--- config.mk ---
export PLATFORM = sky130hd
export DESIGN_NAME = ex_muldiv_unit
export DESIGN_NICKNAME = d
export VERILOG_FILES = /design/src/rtl/ex_muldiv_unit.sv
export SDC_FILE = /design/constraint.sdc
export NUM_CORES = 1
export LEC_CHECK = 0
export ABC_CLOCK_PERIOD_IN_PS = 4100
export CORE_ASPECT_RATIO = 0.75
export CORE_MARGIN = 5
export CORE_UTILIZATION = 35
export CTS_CLUSTER_DIAMETER = 200
export DETAILED_ROUTE_END_ITERATION = 8
export PLACE_DENSITY = 0.57
export SLEW_MARGIN = 20
export SYNTH_ARGS = -nofsm -noshare
export SYNTH_HDL_FRONTEND = slang
export SYNTH_SLANG_ARGS = --single-unit
export TNS_END_PERCENT = 100
--- constraint.sdc ---
create_clock -name clk -period 4.1 [get_ports clk]
set_input_delay 1.23 -clock clk [delete_from_list [all_inputs] [get_ports clk]]
set_output_delay 1.23 -clock clk [all_outputs]
set_load 0.02 [all_outputs]
--- src/rtl/ex_muldiv_unit.sv ---
// Iterative RV32M multiply/divide unit for the execute stage.
// Shift-add multiply and restoring divide, one bit per cycle, with sign fix-up at the end.
module ex_muldiv_unit #(
    parameter int XLEN = 32
) (
    input  logic            clk,
    input  logic            reset,
    input  logic            in_start,
    input  logic [2:0]      in_funct3,
    input  logic [XLEN-1:0] in_rs1,
    input  logic [XLEN-1:0] in_rs2,
    input  logic [4:0]      in_rd,
    input  logic            in_flush,
    output logic            out_stall,
    output logic            out_valid,
    output logic [XLEN-1:0] out_result,
    output logic [4:0]      out_rd
);

    localparam int CW = $clog2(XLEN);
    localparam logic [XLEN-1:0] ALL_ONES = {XLEN{1'b1}};
    localparam logic [XLEN-1:0] MIN_NEG  = {1'b1, {(XLEN-1){1'b0}}};

    typedef enum logic [1:0] {
        IDLE = 2'd0,
        CALC = 2'd1,
        FIX  = 2'd2,
        DONE = 2'd3
    } state_t;

    function automatic logic [XLEN-1:0] neg_x(input logic [XLEN-1:0] v);
        return ~v + {{(XLEN-1){1'b0}}, 1'b1};
    endfunction

    function automatic logic [2*XLEN-1:0] neg_2x(input logic [2*XLEN-1:0] v);
        return ~v + {{(2*XLEN-1){1'b0}}, 1'b1};
    endfunction

    state_t            state_r;
    logic [2:0]        funct3_r;
    logic [4:0]        rd_r;
    logic [XLEN-1:0]   a_mag_r;
    logic [XLEN-1:0]   b_mag_r;
    logic              neg_r;
    logic [CW-1:0]     cnt_r;
    logic [2*XLEN-1:0] prod_r;
    logic [XLEN-1:0]   rem_r;
    logic [XLEN-1:0]   quo_r;
    logic              out_valid_r;
    logic [XLEN-1:0]   out_result_r;
    logic [4:0]        out_rd_r;

    logic              a_signed_s;
    logic              b_signed_s;
    logic              sign_a_s;
    logic              sign_b_s;
    logic [XLEN-1:0]   a_mag_s;
    logic [XLEN-1:0]   b_mag_s;
    logic              neg_s;
    logic              is_div_s;
    logic              special_s;
    logic [XLEN-1:0]   special_res_s;
    logic [XLEN:0]     mul_sum_s;
    logic [XLEN:0]     div_shift_s;
    logic [XLEN:0]     div_diff_s;
    logic [2*XLEN-1:0] prod_fix_s;
    logic [XLEN-1:0]   fix_res_s;

    // Operand decode: signedness, magnitudes, result sign and special-case detection.
    always_comb begin
        a_signed_s    = 1'b0;
        b_signed_s    = 1'b0;
        special_res_s = '0;
        case (in_funct3)
            3'b001, 3'b100, 3'b110: begin
                a_signed_s = 1'b1;
                b_signed_s = 1'b1;
            end
            3'b010: begin
                a_signed_s = 1'b1;
                b_signed_s = 1'b0;
            end
            default: begin
                a_signed_s = 1'b0;
                b_signed_s = 1'b0;
            end
        endcase
        sign_a_s = a_signed_s & in_rs1[XLEN-1];
        sign_b_s = b_signed_s & in_rs2[XLEN-1];
        a_mag_s  = sign_a_s ? neg_x(in_rs1) : in_rs1;
        b_mag_s  = sign_b_s ? neg_x(in_rs2) : in_rs2;
        // Remainder takes the dividend's sign; product and quotient take signA^signB.
        if (in_funct3[2] && in_funct3[1]) begin
            neg_s = sign_a_s;
        end else begin
            neg_s = sign_a_s ^ sign_b_s;
        end
        is_div_s = in_funct3[2];
        if (is_div_s && (in_rs2 == '0)) begin
            special_s     = 1'b1;
            special_res_s = in_funct3[1] ? in_rs1 : ALL_ONES;
        end else if (is_div_s && !in_funct3[0] && (in_rs1 == MIN_NEG) && (in_rs2 == ALL_ONES)) begin
            special_s     = 1'b1;
            special_res_s = in_funct3[1] ? '0 : MIN_NEG;
        end else begin
            special_s     = 1'b0;
            special_res_s = '0;
        end
    end

    // One iteration step of each datapath, and the sign-corrected result selection.
    always_comb begin
        mul_sum_s   = {1'b0, prod_r[2*XLEN-1:XLEN]} + (prod_r[0] ? {1'b0, a_mag_r} : {(XLEN+1){1'b0}});
        div_shift_s = {rem_r, quo_r[XLEN-1]};
        div_diff_s  = div_shift_s - {1'b0, b_mag_r};
        prod_fix_s  = neg_r ? neg_2x(prod_r) : prod_r;
        case (funct3_r)
            3'b000:                 fix_res_s = prod_fix_s[XLEN-1:0];
            3'b001, 3'b010, 3'b011: fix_res_s = prod_fix_s[2*XLEN-1:XLEN];
            3'b100, 3'b101:         fix_res_s = neg_r ? neg_x(quo_r) : quo_r;
            3'b110, 3'b111:         fix_res_s = neg_r ? neg_x(rem_r) : rem_r;
            default:                fix_res_s = '0;
        endcase
    end

    // Control FSM and datapath registers.
    always_ff @(posedge clk) begin
        if (reset) begin
            state_r      <= IDLE;
            funct3_r     <= 3'd0;
            rd_r         <= 5'd0;
            a_mag_r      <= '0;
            b_mag_r      <= '0;
            neg_r        <= 1'b0;
            cnt_r        <= '0;
            prod_r       <= '0;
            rem_r        <= '0;
            quo_r        <= '0;
            out_valid_r  <= 1'b0;
            out_result_r <= '0;
            out_rd_r     <= 5'd0;
        end else if (in_flush) begin
            state_r     <= IDLE;
            out_valid_r <= 1'b0;
        end else begin
            out_valid_r <= 1'b0;
            case (state_r)
                IDLE: begin
                    if (in_start && special_s) begin
                        out_result_r <= special_res_s;
                        out_rd_r     <= in_rd;
                        out_valid_r  <= 1'b1;
                        state_r      <= DONE;
                    end else if (in_start) begin
                        funct3_r <= in_funct3;
                        rd_r     <= in_rd;
                        a_mag_r  <= a_mag_s;
                        b_mag_r  <= b_mag_s;
                        neg_r    <= neg_s;
                        cnt_r    <= CW'(XLEN-1);
                        prod_r   <= {{XLEN{1'b0}}, b_mag_s};
                        rem_r    <= '0;
                        quo_r    <= a_mag_s;
                        state_r  <= CALC;
                    end else begin
                        state_r <= IDLE;
                    end
                end
                CALC: begin
                    if (funct3_r[2]) begin
                        if (!div_diff_s[XLEN]) begin
                            rem_r <= div_diff_s[XLEN-1:0];
                            quo_r <= {quo_r[XLEN-2:0], 1'b1};
                        end else begin
                            rem_r <= div_shift_s[XLEN-1:0];
                            quo_r <= {quo_r[XLEN-2:0], 1'b0};
                        end
                    end else begin
                        prod_r <= {mul_sum_s, prod_r[XLEN-1:1]};
                    end
                    if (cnt_r == '0) begin
                        state_r <= FIX;
                    end else begin
                        cnt_r <= cnt_r - {{(CW-1){1'b0}}, 1'b1};
                    end
                end
                FIX: begin
                    out_result_r <= fix_res_s;
                    out_rd_r     <= rd_r;
                    out_valid_r  <= 1'b1;
                    state_r      <= DONE;
                end
                DONE: begin
                    state_r <= IDLE;
                end
                default: begin
                    state_r <= IDLE;
                end
            endcase
        end
    end

    assign out_stall  = ((state_r == IDLE) & in_start & ~in_flush) | (state_r == CALC) | (state_r == FIX);
    assign out_valid  = out_valid_r;
    assign out_result = out_result_r;
    assign out_rd     = out_rd_r;

endmodule

==> impl_metrics.json <==
{
  "synth_compound_gate_area_share": 0.278,
  "hold_end": "rd_r[2]",
  "rows": 73,
  "hold_viol_final": 0,
  "hold_depth": 2,
  "hpwlAfterDp_mm": 61.8,
  "cp_slowest_cell": "or4_1",
  "ys_seq_area_frac": 0.266,
  "dieArea_mm2": 0.0577,
  "period_needed_ns": 3.99,
  "finClkSkew_ns": 0.0223,
  "fin_crit_sh": 0.974,
  "place.gp.congestion": 0.989,
  "timing.rr.start": "rem_r[10]",
  "cp-start-kind": "input pin",
  "status": "complete, no violations",
  "first_pass_iters": 5,
  "postCtsHoldBufs": 0,
  "synth_area_per_cell_um2": 7.32,
  "ff2ff_path_depth": 10,
  "clock.fmax_mhz": 251,
  "ctsRootBufferMaster": "clkbuf_16",
  "numPortBuffers": 114,
  "drc_errors": 0,
  "fp.coreArea_mm2": 0.0527,
  "synth_top_family_by_area": "compound AO/OA/AOI/OAI gates",
  "syn_nets": 2686,
  "n_fill_cell": 5375,
  "min_from": "rd_r[2]",
  "cpPeakStageDelay_ns": 0.60,
  "grt_max_degree": 105,
  "async_flop_share": 0,
  "relSlewSlack": 0.296,
  "path_buf_inv": 3,
  "cts_buffer_depth": 3,
  "ir_drop_uv": 283,
  "hold_ws_ns": 0.461,
  "initial_core_util": 0.352,
  "required_ns": 4.56,
  "area_growth_syn_to_layout_pct": 23.3,
  "timing.final.ws_setup_ns": 0.109,
  "cts_sinks": 246,
  "finalSetupViolCount": 0,
  "synthCells": 2533,
  "cts_setup_buffers": 0,
  "antenna_cells": 0,
  "synth-xor-area-share": 0.105,
  "crit_chain": "clkdlybuf4s50_1 -> or4_1 -> nor2_1 -> nand4_1 -> o21ai_1 -> nand3_1 -> a21oi_4 -> buf_4 -> buf_4 -> nor2_1 -> a2111oi_0",
  "muxShareOfSynthArea": 0.0106,
  "ys_types": 84,
  "synthesis.area_mm2": 0.0185,
  "final_nets": 2883,
  "cts_tree": "built",
  "yosysWarningCount": 0,
  "place_inst": 3410,
  "grt_use_total": 0.264,
  "pre_cts_ws_ns": -0.452,
  "crit_fanout": 15,
  "finalInstanceArea_mm2": 0.0229,
  "multiInputGateArea_mm2": 0.0127,
  "yosysTopAreaCell": "dfxtp_1",
  "drt-initial-drc-count": 2341,
  "vias_per_cell": 5.84,
  "yosys.area.top_type_share": 0.266,
  "fp.dieW_um": 276,
  "ioPinCount": 115,
  "tightest_slew_ns": 1.04,
  "final_cells": 3464,
  "yosys-top-cells-area": "dfxtp_1 27%, nand2_1 7.6%, xor2_1 5.8%, a21oi_1 5.7%, ha_1 5.1%",
  "maxSlewViolCount": 0,
  "r2r_slack_ns": 0.27,
  "tns_ns": 0,
  "p_leak_nw": 8.86,
  "rsz0062_at_grt": "false",
  "crit_type": "in -> reg",
  "ys.flop_type": "dfxtp_1",
  "drive_gt1_frac": 0.116,
  "fp.dieH_um": 209,
  "antenna_found_initial": 3,
  "synth_edf_count": 0,
  "grt_pass1_vias": 18600,
  "reg2reg_to": "out_result[17]",
  "cts.clk_slew.worst_paths_ns": 0.06,
  "numCtsBuffers": 30,
  "ant_nets": 0,
  "register_area_mm2": 0.00493,
  "worstSetupEndpointType": "register",
  "synthSimpleGateAreaFrac": 0.237,
  "critPathTopFamily": "simple AND/OR/NAND/NOR gates",
  "synthAdderAreaFrac": 0.0528,
  "grt.overflow.total": 0,
  "hold_path_class": "reg -> reg",
  "wl_per_cell_um": 22.9,
  "grt_pass1_wl_mm": 119,
  "p_per_area_mw_per_mm2": 319,
  "cts_max_level": 1,
  "maxCapViolCount": 0,
  "placedInstanceArea_mm2": 0.0218,
  "clk-insertion-delay-late_ns": 0.59,
  "worstPathArrival_ns": 4.46,
  "route.vias.total": 20200,
  "routed_wl_mm": 79.3,
  "ys_ff_latch": 246
}
[power breakdown]
part           internal [mW]  switching [mW]
combinational          0.684            1.14
sequential              2.49           0.124
clock                   1.69            1.16
total                   4.86            2.42
[layout by cell type, fill, tap and decap left out, types with 39 or more instances in the layout]
cell and n:
a211oi_1 87, clkdlybuf4s50_1 112, dfxtp_1 245, nand3_1 79
nand2_1 377, buf_4 209, xnor2_1 101, inv_1 70
a21oi_1 211, ha_1 73, xor2_1 122, nor2_1 191
and2_1 39, o21ai_0 187
[per-layer routing]
layer / share of wire / up-vias / global-route usage
met5: 0.00030 / - / 0
met4: 0.017 / 4 / 0.0405
met3: 0.094 / 92 / 0.0576
met2: 0.41 / 803 / 0.375
met1: 0.48 / 9737 / 0.411
li1: - / 9579 / -
[flip-flops by register name, summed over array words and instances (netlist names)]
register and count:
rd_r 5, neg_r 1, a_mag_r 32, out_valid 1, out_result 32, quo_r 32
funct3_r 3, b_mag_r 32, cnt_r 5, out_rd 5, state_r 2, prod_r 64
rem_r 32
[through the flow]
| stage | utilization | total power [mW] |
|---|---|---|
| finish | 0.434 | 7.28 |
| global route | 0.434 | 7.53 |
| CTS | 0.434 | 7.25 |
| detailed placement | 0.414 | 4.42 |
| global placement | 0.414 | 4.41 |
| floorplan | - | 3.61 |
[synth_stat cells, types with 13 or more instances]
cell type and n:
or2_2 15, and3_1 13, o311ai_0 31, nor4_1 26, o221ai_1 15, a21oi_1 212
inv_1 70, ha_1 75, o41ai_1 31, xnor2_1 101, nand4_1 23, or3_1 30
o211ai_1 21, o21ai_0 187, dfxtp_1 246, nand2b_1 25, a211oi_1 87, a31oi_1 21
or4_1 24, mux2i_1 14, a221oi_1 14, xor2_1 122, nand3_1 79, nand2_1 377
nor3_1 39, a21o_1 36, o31ai_1 35, o21a_1 19, and2_1 39, clkbuf_1 156
nor2_1 192
[repair_timing]
| item | CTS | global route |
|---|---|---|
| pin swaps | 0 | 0 |
| endpoints found under the setup margin | 1 | 5 |
| gates cloned | 0 | 0 |
| resized for setup | 1 | 2 |
[layout make-up]
class | instances | share of cell area
Clock buffer | 46 | 0.0395
Clock inverter | 8 | 0.00515
Sequential cell | 246 | 0.216
Inverter | 70 | 0.0115
Multi-Input combinational cell | 2044 | 0.558
Timing Repair Buffer | 338 | 0.132
Tap cell | 712 | 0.0390
[worst reg2reg max path, stage by stage, from the launching register on]
cell and delay (ns):
dfxtp_1 0.40, or4_1 0.61, or4_1 0.58, o41ai_1 0.36, xor2_1 0.40, o22ai_1 0.23, a2111oi_0 0.64, buf_4 0.21
a211oi_1 0.05, a21oi_1 0.17, nor2_1 0.05
[logic make-up after synthesis]
group,count (synthesis)
mux,18
flops,246
fa+ha+maj,77
xor+xnor,223
compound gates,795
buf+inv,243
simple gates,931
[how the worst max path moves through the flow]
stage | from | endpoint | cells past startpoint
global route | in_rs1[27] | out_result[21] | 11
floorplan | in_rs2[13] | prod_r[63] | 11
global placement | in_rs1[27] | out_result[19] | 10
detailed placement | in_rs2[13] | out_result[21] | 12
finish | in_rs1[27] | out_result[21] | 11
CTS | in_rs1[27] | out_result[21] | 11
No activity file was read; power rests on OpenSTA's default activity.
